`config.mk`:
```
export PLATFORM = sky130hd
export DESIGN_NAME = seq_addsub
export DESIGN_NICKNAME = d
export VERILOG_FILES = /design/src/rtl/seq_addsub.sv
export SDC_FILE = /design/constraint.sdc
export NUM_CORES = 1
export LEC_CHECK = 0
export CAP_MARGIN = 20
export CORE_ASPECT_RATIO = 0.9
export CORE_MARGIN = 10
export CORE_UTILIZATION = 40
export DETAILED_ROUTE_END_ITERATION = 6
export GPL_TIMING_DRIVEN = 0
export SLEW_MARGIN = 20
export SYNTH_ARGS = -nofsm -noshare
export SYNTH_HDL_FRONTEND = slang
export SYNTH_SLANG_ARGS = --single-unit
```
`constraint.sdc`:
```
create_clock -name Clk -period 3.3 [get_ports Clk]
set_input_delay 0.66 -clock Clk [delete_from_list [all_inputs] [get_ports Clk]]
set_output_delay 0.66 -clock Clk [all_outputs]
set_load 0.01 [all_outputs]
```
`src/rtl/seq_addsub.sv`:
```
// Purpose: multi-cycle registered add/sub, CHUNK bits per cycle, carry/overflow flags; SEQ_ADDSUB_SAT_EN adds saturation.
// Latency: Done pulses N = WIDTH/CHUNK cycles after the accepting Start edge; throughput one op per N+1 cycles.
// Backpressure: Start is taken only while Ready=1; requests seen while busy are dropped, not queued.
module seq_addsub #(
  parameter int WIDTH = 32,
  parameter int CHUNK = 8
) (
  input  logic             Clk,
  input  logic             Rst_n,
  input  logic             Start,
  input  logic             Sub,
  input  logic             Signed,
  input  logic [WIDTH-1:0] A,
  input  logic [WIDTH-1:0] B,
  output logic             Ready,
  output logic             Done,
  output logic [WIDTH-1:0] Sum,
  output logic             Carry,
  output logic             Overflow
);

  localparam int N  = WIDTH / CHUNK;
  localparam int CW = (N > 1) ? $clog2(N) : 1;

  typedef enum logic {IDLE, RUN} state_t;

  state_t state_q, state_d;

  // Control strobes decoded from the FSM
  logic load;   // accept a new operation this edge
  logic step;   // process one chunk this edge
  logic last;   // this edge processes the final chunk

  // Operand shift registers: the active chunk always sits in the low CHUNK bits
  logic [WIDTH-1:0] a_sh;
  logic [WIDTH-1:0] b_sh;     // holds B, or ~B for subtraction
  logic [WIDTH-1:0] res_q;    // result fills in from the top, chunk by chunk
  logic             c_q;      // carry between chunks
  logic [CW-1:0]    cnt_q;
  logic             sub_q;
  logic             sgn_q;
`ifdef SEQ_ADDSUB_SAT_EN
  logic             a_msb_q;  // sign of A picks the signed clamp direction
`endif

  // Per-chunk datapath
  logic [CHUNK:0]   csum;
  logic             cout;
  logic             cmsb;
  logic [WIDTH-1:0] res_nxt;
  logic             ovf_nxt;
  logic [WIDTH-1:0] sum_nxt;

  assign Ready = (state_q == IDLE);

  // State register
  always_ff @(posedge Clk or negedge Rst_n) begin
    if (!Rst_n) state_q <= IDLE;
    else        state_q <= state_d;
  end

  // Next-state and control decode
  always_comb begin
    state_d = state_q;
    load    = 1'b0;
    step    = 1'b0;
    last    = 1'b0;
    case (state_q)
      IDLE: begin
        if (Start) begin
          load    = 1'b1;
          state_d = RUN;
        end
      end
      RUN: begin
        step = 1'b1;
        if (cnt_q == CW'(N - 1)) begin
          last    = 1'b1;
          state_d = IDLE;
        end
      end
      default: state_d = IDLE;
    endcase
  end

  // Chunk adder, final-result assembly, overflow rule and optional clamp
  always_comb begin
    csum    = {1'b0, a_sh[CHUNK-1:0]} + {1'b0, b_sh[CHUNK-1:0]} + (CHUNK+1)'(c_q);
    cout    = csum[CHUNK];
    // Carry into the top bit recovered from the sum bit: s = a ^ b ^ cin.
    cmsb    = a_sh[CHUNK-1] ^ b_sh[CHUNK-1] ^ csum[CHUNK-1];
    res_nxt = (res_q >> CHUNK) | (WIDTH'(csum[CHUNK-1:0]) << (WIDTH - CHUNK));
    // Unsigned sub overflows on borrow, i.e. when the inverted-add carry is 0.
    ovf_nxt = sgn_q ? (cmsb ^ cout) : (sub_q ? ~cout : cout);
    sum_nxt = res_nxt;
`ifdef SEQ_ADDSUB_SAT_EN
    if (ovf_nxt) begin
      if (!sgn_q)
        sum_nxt = sub_q ? '0 : '1;
      else if (a_msb_q)
        sum_nxt = {1'b1, {(WIDTH-1){1'b0}}};
      else
        sum_nxt = {1'b0, {(WIDTH-1){1'b1}}};
    end
`endif
  end

  // Operand capture and chunk-by-chunk accumulation
  always_ff @(posedge Clk or negedge Rst_n) begin
    if (!Rst_n) begin
      a_sh    <= '0;
      b_sh    <= '0;
      res_q   <= '0;
      c_q     <= 1'b0;
      cnt_q   <= '0;
      sub_q   <= 1'b0;
      sgn_q   <= 1'b0;
`ifdef SEQ_ADDSUB_SAT_EN
      a_msb_q <= 1'b0;
`endif
    end else if (load) begin
      a_sh    <= A;
      b_sh    <= Sub ? ~B : B;
      res_q   <= '0;
      c_q     <= Sub;          // +1 completes the two's-complement negate
      cnt_q   <= '0;
      sub_q   <= Sub;
      sgn_q   <= Signed;
`ifdef SEQ_ADDSUB_SAT_EN
      a_msb_q <= A[WIDTH-1];
`endif
    end else if (step) begin
      a_sh    <= a_sh >> CHUNK;
      b_sh    <= b_sh >> CHUNK;
      res_q   <= res_nxt;
      c_q     <= cout;
      cnt_q   <= cnt_q + CW'(1);
    end
  end

  // Architectural outputs: only updated on the completing edge
  always_ff @(posedge Clk or negedge Rst_n) begin
    if (!Rst_n) begin
      Done     <= 1'b0;
      Sum      <= '0;
      Carry    <= 1'b0;
      Overflow <= 1'b0;
    end else begin
      Done <= last;
      if (last) begin
        Sum      <= sum_nxt;
        Carry    <= cout;
        Overflow <= ovf_nxt;
      end
    end
  end

endmodule

```
==> summary.log <==
qor: synth.postSynthCellCount 576
qor: critical_path.setup.worst_path.class reg -> out
qor: synth.avgSynthCellArea 10.0 µm²
qor: critical_path.worst-endpoint-arrival 2.04 ns
qor: timing.fin_worst_skew 0.00802 ns
qor: timing.final.min_clock_period 2.70 ns
qor: placed_design.routability_congestion_estimate 0.829
qor: clock_network.insertion_delay 0.41 ns
qor: floorplan.effective_utilization_at_floorplan 41.0%
qor: clock_network.cts_htree_levels 4
qor: outcome.result_of_the_run completed
qor: timing.worst_margin_pin_slew 0.650 ns
qor: floorplan.design.core.area 0.0141 mm²
qor: pwr.power-per-cell-area 878 mW/mm²
qor: timing.rsz_0062_raised_after_global_routing no
qor: critical_path.worstPathRequired 2.64 ns
qor: synth.synthesis.nets 655
qor: routing.first_pass_iters 4
qor: global_routing.first_global_vias 4706
qor: global_routing.grt_pass1_wl 24500 µm
qor: clock_network.clock-sinks 129
qor: timing.fmaxAchievable 0.370 GHz
qor: floorplan.floorplan.io_pins 105
qor: pwr.p_switching 2290 µW
qor: synth.synth_cell_type_count 36
qor: critical_path.critical_path_buffer_and_inverter_count 3
qor: floorplan.row_count 41
qor: global_routing.largest_net_degree_at_the_start_of_global_routing 77
qor: min_path.hold_class in -> async
qor: floorplan.die_y 134 µm
qor: timing.timing.slew.headroom 56.5%
qor: layout.num-nets-final 777
qor: layout.area_growth_syn_to_layout 31.8%
qor: layout.final_cell_count_no_fill 903
qor: placed_design.dp_hpwl 11000 µm
qor: global_routing.track_usage 15.3%
qor: critical_path.setup.worst_path.end_class primary output
qor: timing.hold_viol 0
qor: clock_network.tritoncts built
qor: pwr.share_clk_of_total_power 25.9%
qor: placed_design.total_placed_cells_including_tap_cells 872
qor: flow_run.number_of_max_cap_violations 0
qor: routing.drt_iter0_drc 291
qor: layout.final_util 54.1%
qor: floorplan.fp.dieW 147 µm
qor: routing.drt_wl_total 14700 µm
qor: critical_path.timing.critical_path.fanout_max 10
qor: routing.drc_markers 0
qor: clock_network.inserted_clock_buffers 17
qor: synth.ys_seq_area_share 55.8%
qor: critical_path.slowest_stage clkdlybuf4s50_1
qor: timing.finalSetupViolCount 0
qor: critical_path.critical_path.top_delay_family buffers and inverters
qor: critical_path.regToRegSetupSlack 0.86 ns
qor: pwr.ir_drop 0.000427 V
qor: critical_path.startpoint_type flop
qor: clock_network.post_cts_buffers 0
qor: clock_network.root_buffer clkbuf_16
qor: placed_design.placement.setup.worst_slack 0.882 ns
qor: synth.yosysWarningCount 0
qor: synth.synth.ff_latch_count 129
qor: timing.maxSlewViolCount 0
qor: clock_network.post_cts_resize_count 0
qor: routing.vias 4440
qor: pwr.switching_share 34.2%
qor: timing.final_min_period_over_clock_period 81.9%
qor: routing.ant_nets 0
qor: routing.viasPerCell 4.92
qor: layout.drive_gt1_share 6.90%
qor: timing.whs 0.197 ns
qor: routing.detail_route.wl_per_cell 16.3 µm
qor: clock_network.clock_path_buffers 2
qor: synth.cell_area_after_technology_mapping 0.00579 mm²
qor: timing.layout_setup_ws 0.597 ns
qor: global_routing.grt_overflow_total 0
qor: placed_design.io_buffer_count 102
qor: global_routing.antenna_violations_before_repair 0
qor: pwr.intPower 4410 µW
qor: critical_path.worst_path_largest_cell_delay 0.53 ns
qor: pwr.power 6700 µW
qor: floorplan.dieArea 0.0197 mm²
qor: pwr.comb_power_share 34.4%
qor: clock_network.cts.hold.buffers_added 0
qor: clock_network.clk_transition_reported_paths 0.06 ns
qor: layout.antenna_cells_inserted 0
qor: pwr.pwr-share-seq 39.7%
qor: critical_path.critical_path_cell_list clkbuf_1 -> inv_1 -> clkdlybuf4s50_1
qor: pwr.leakagePower 0.00347 µW
[flip-flops by register name, indices dropped and copies added, names as in the netlist]
name	count
Carry	1
Done	1
Overflow	1
Sum	32
a_sh	32
b_sh	32
c_q	1
cnt_q	2
res_q	24
sgn_q	1
state_q	1
sub_q	1
[per-stage QoR]
stage / instance area, µm² / TNS (ns)
final: 7630 / 0
after global placement: 7050 / -425.06
after CTS: 7630 / 0
after global routing: 7630 / 0
after floorplan: 5790 / 0
after detailed placement: 7080 / 0
[cell families after synthesis]
logic type,count (synthesis),synth area share (%)
compound gates,128,13.7
simple gates,192,13.0
xor+xnor,36,5.45
fa+ha+maj,10,2.42
mux,37,6.51
buf+inv,44,3.11
flops,129,55.8
[power by group through the flow]
stage / combinational (µW) / clock (µW) / sequential (µW)
floorplan: 1370 / 0 / 2610
global placement: 2260 / 0 / 2660
global route: 2590 / 1840 / 2730
detailed placement: 2330 / 0 / 2680
CTS: 2340 / 1770 / 2660
finish: 2310 / 1740 / 2660
[layout by cell type, fill, tap and decap left out, types with 12 or more instances in the layout]
cell             count
nor2_1              22
clkbuf_1            22
buf_2               12
o21ai_0             74
clkbuf_16           17
a22o_1              23
nand2_1            159
xnor2_1             35
clkdlybuf4s50_1    101
dfrtp_1            129
mux2i_1             32
[metal layers]
layer  global-route usage (%)  vias up  routed length (µm)
met1                     18.9     2118                6700
met5                        0        -                   0
met4                     5.78        0                 263
met3                     5.45       17                 958
met2                     24.1      114                6780
li1                         -     2191                   -
[Yosys cell counts]
| cell | instances | area [µm²] |
|---|---|---|
| nor3_1 | 1 | 5.00 |
| a211o_1 | 2 | 17.5 |
| a221o_1 | 1 | 10.0 |
| or2_2 | 1 | 6.26 |
| or3_1 | 1 | 6.26 |
| clkbuf_1 | 19 | 71.3 |
| o21a_1 | 3 | 22.5 |
| a21oi_1 | 4 | 20.0 |
| xor2_1 | 1 | 8.76 |
| mux2i_1 | 32 | 320 |
| a211oi_1 | 9 | 67.6 |
| a21o_1 | 1 | 7.51 |
| nand2_1 | 159 | 597 |
| clkinv_1 | 1 | 3.75 |
| buf_2 | 12 | 60.1 |
| nor2b_1 | 4 | 25.0 |
| o211ai_1 | 1 | 7.51 |
| o31a_1 | 1 | 8.76 |
| nor2b_4 | 1 | 13.8 |
| a32o_1 | 1 | 10.0 |
| a22o_1 | 23 | 201 |
| buf_1 | 7 | 26.3 |
| dfrtp_1 | 129 | 3230 |
| inv_1 | 5 | 18.8 |
| o21ai_0 | 74 | 370 |
| fa_1 | 2 | 40.0 |
| o32a_1 | 1 | 10.0 |
| ha_1 | 8 | 100 |
| xnor2_1 | 35 | 307 |
| and2_1 | 2 | 12.5 |
| a31oi_1 | 2 | 12.5 |
| nand3_1 | 1 | 5.00 |
| mux2_2 | 5 | 56.3 |
| o21ai_1 | 4 | 20.0 |
| nor2_1 | 22 | 82.6 |
| a31o_1 | 1 | 8.76 |
[worst paths after layout]
check                      depth (start not counted)                     to                start
min in group Clk                                   2    Sum[13]$_DFFE_PN0P_  Sum[13]$_DFFE_PN0P_
max                                                3                  Ready    state_q$_DFF_PN0_
min reg2reg                                        2    Sum[13]$_DFFE_PN0P_  Sum[13]$_DFFE_PN0P_
min                                                1    Sum[11]$_DFFE_PN0P_                Rst_n
max in group asynchronous                          2    b_sh[6]$_DFFE_PN0P_                Rst_n
max reg2reg                                        8  res_q[30]$_DFFE_PN0P_  a_sh[0]$_DFFE_PN0P_
[worst register-to-register path, delay by kind of cell (launching register included)]
family          cells  cell delay, ns
simple gates        2            0.39
flops               1            0.42
fa+ha+maj           2            0.71
buf+inv             1            0.09
compound gates      3            0.73
[final cells by class]
type / instances / area, µm²
buffer: 38 / 158
clock buffer: 22 / 464
clock inverter: 9 / 85.1
fill: 1270 / 6480
inverter: 6 / 22.5
multi-input combinational: 403 / 2380
sequential: 129 / 3230
tap: 193 / 241
timing repair buffer: 103 / 1050
Power figures use the tool's default switching activity.
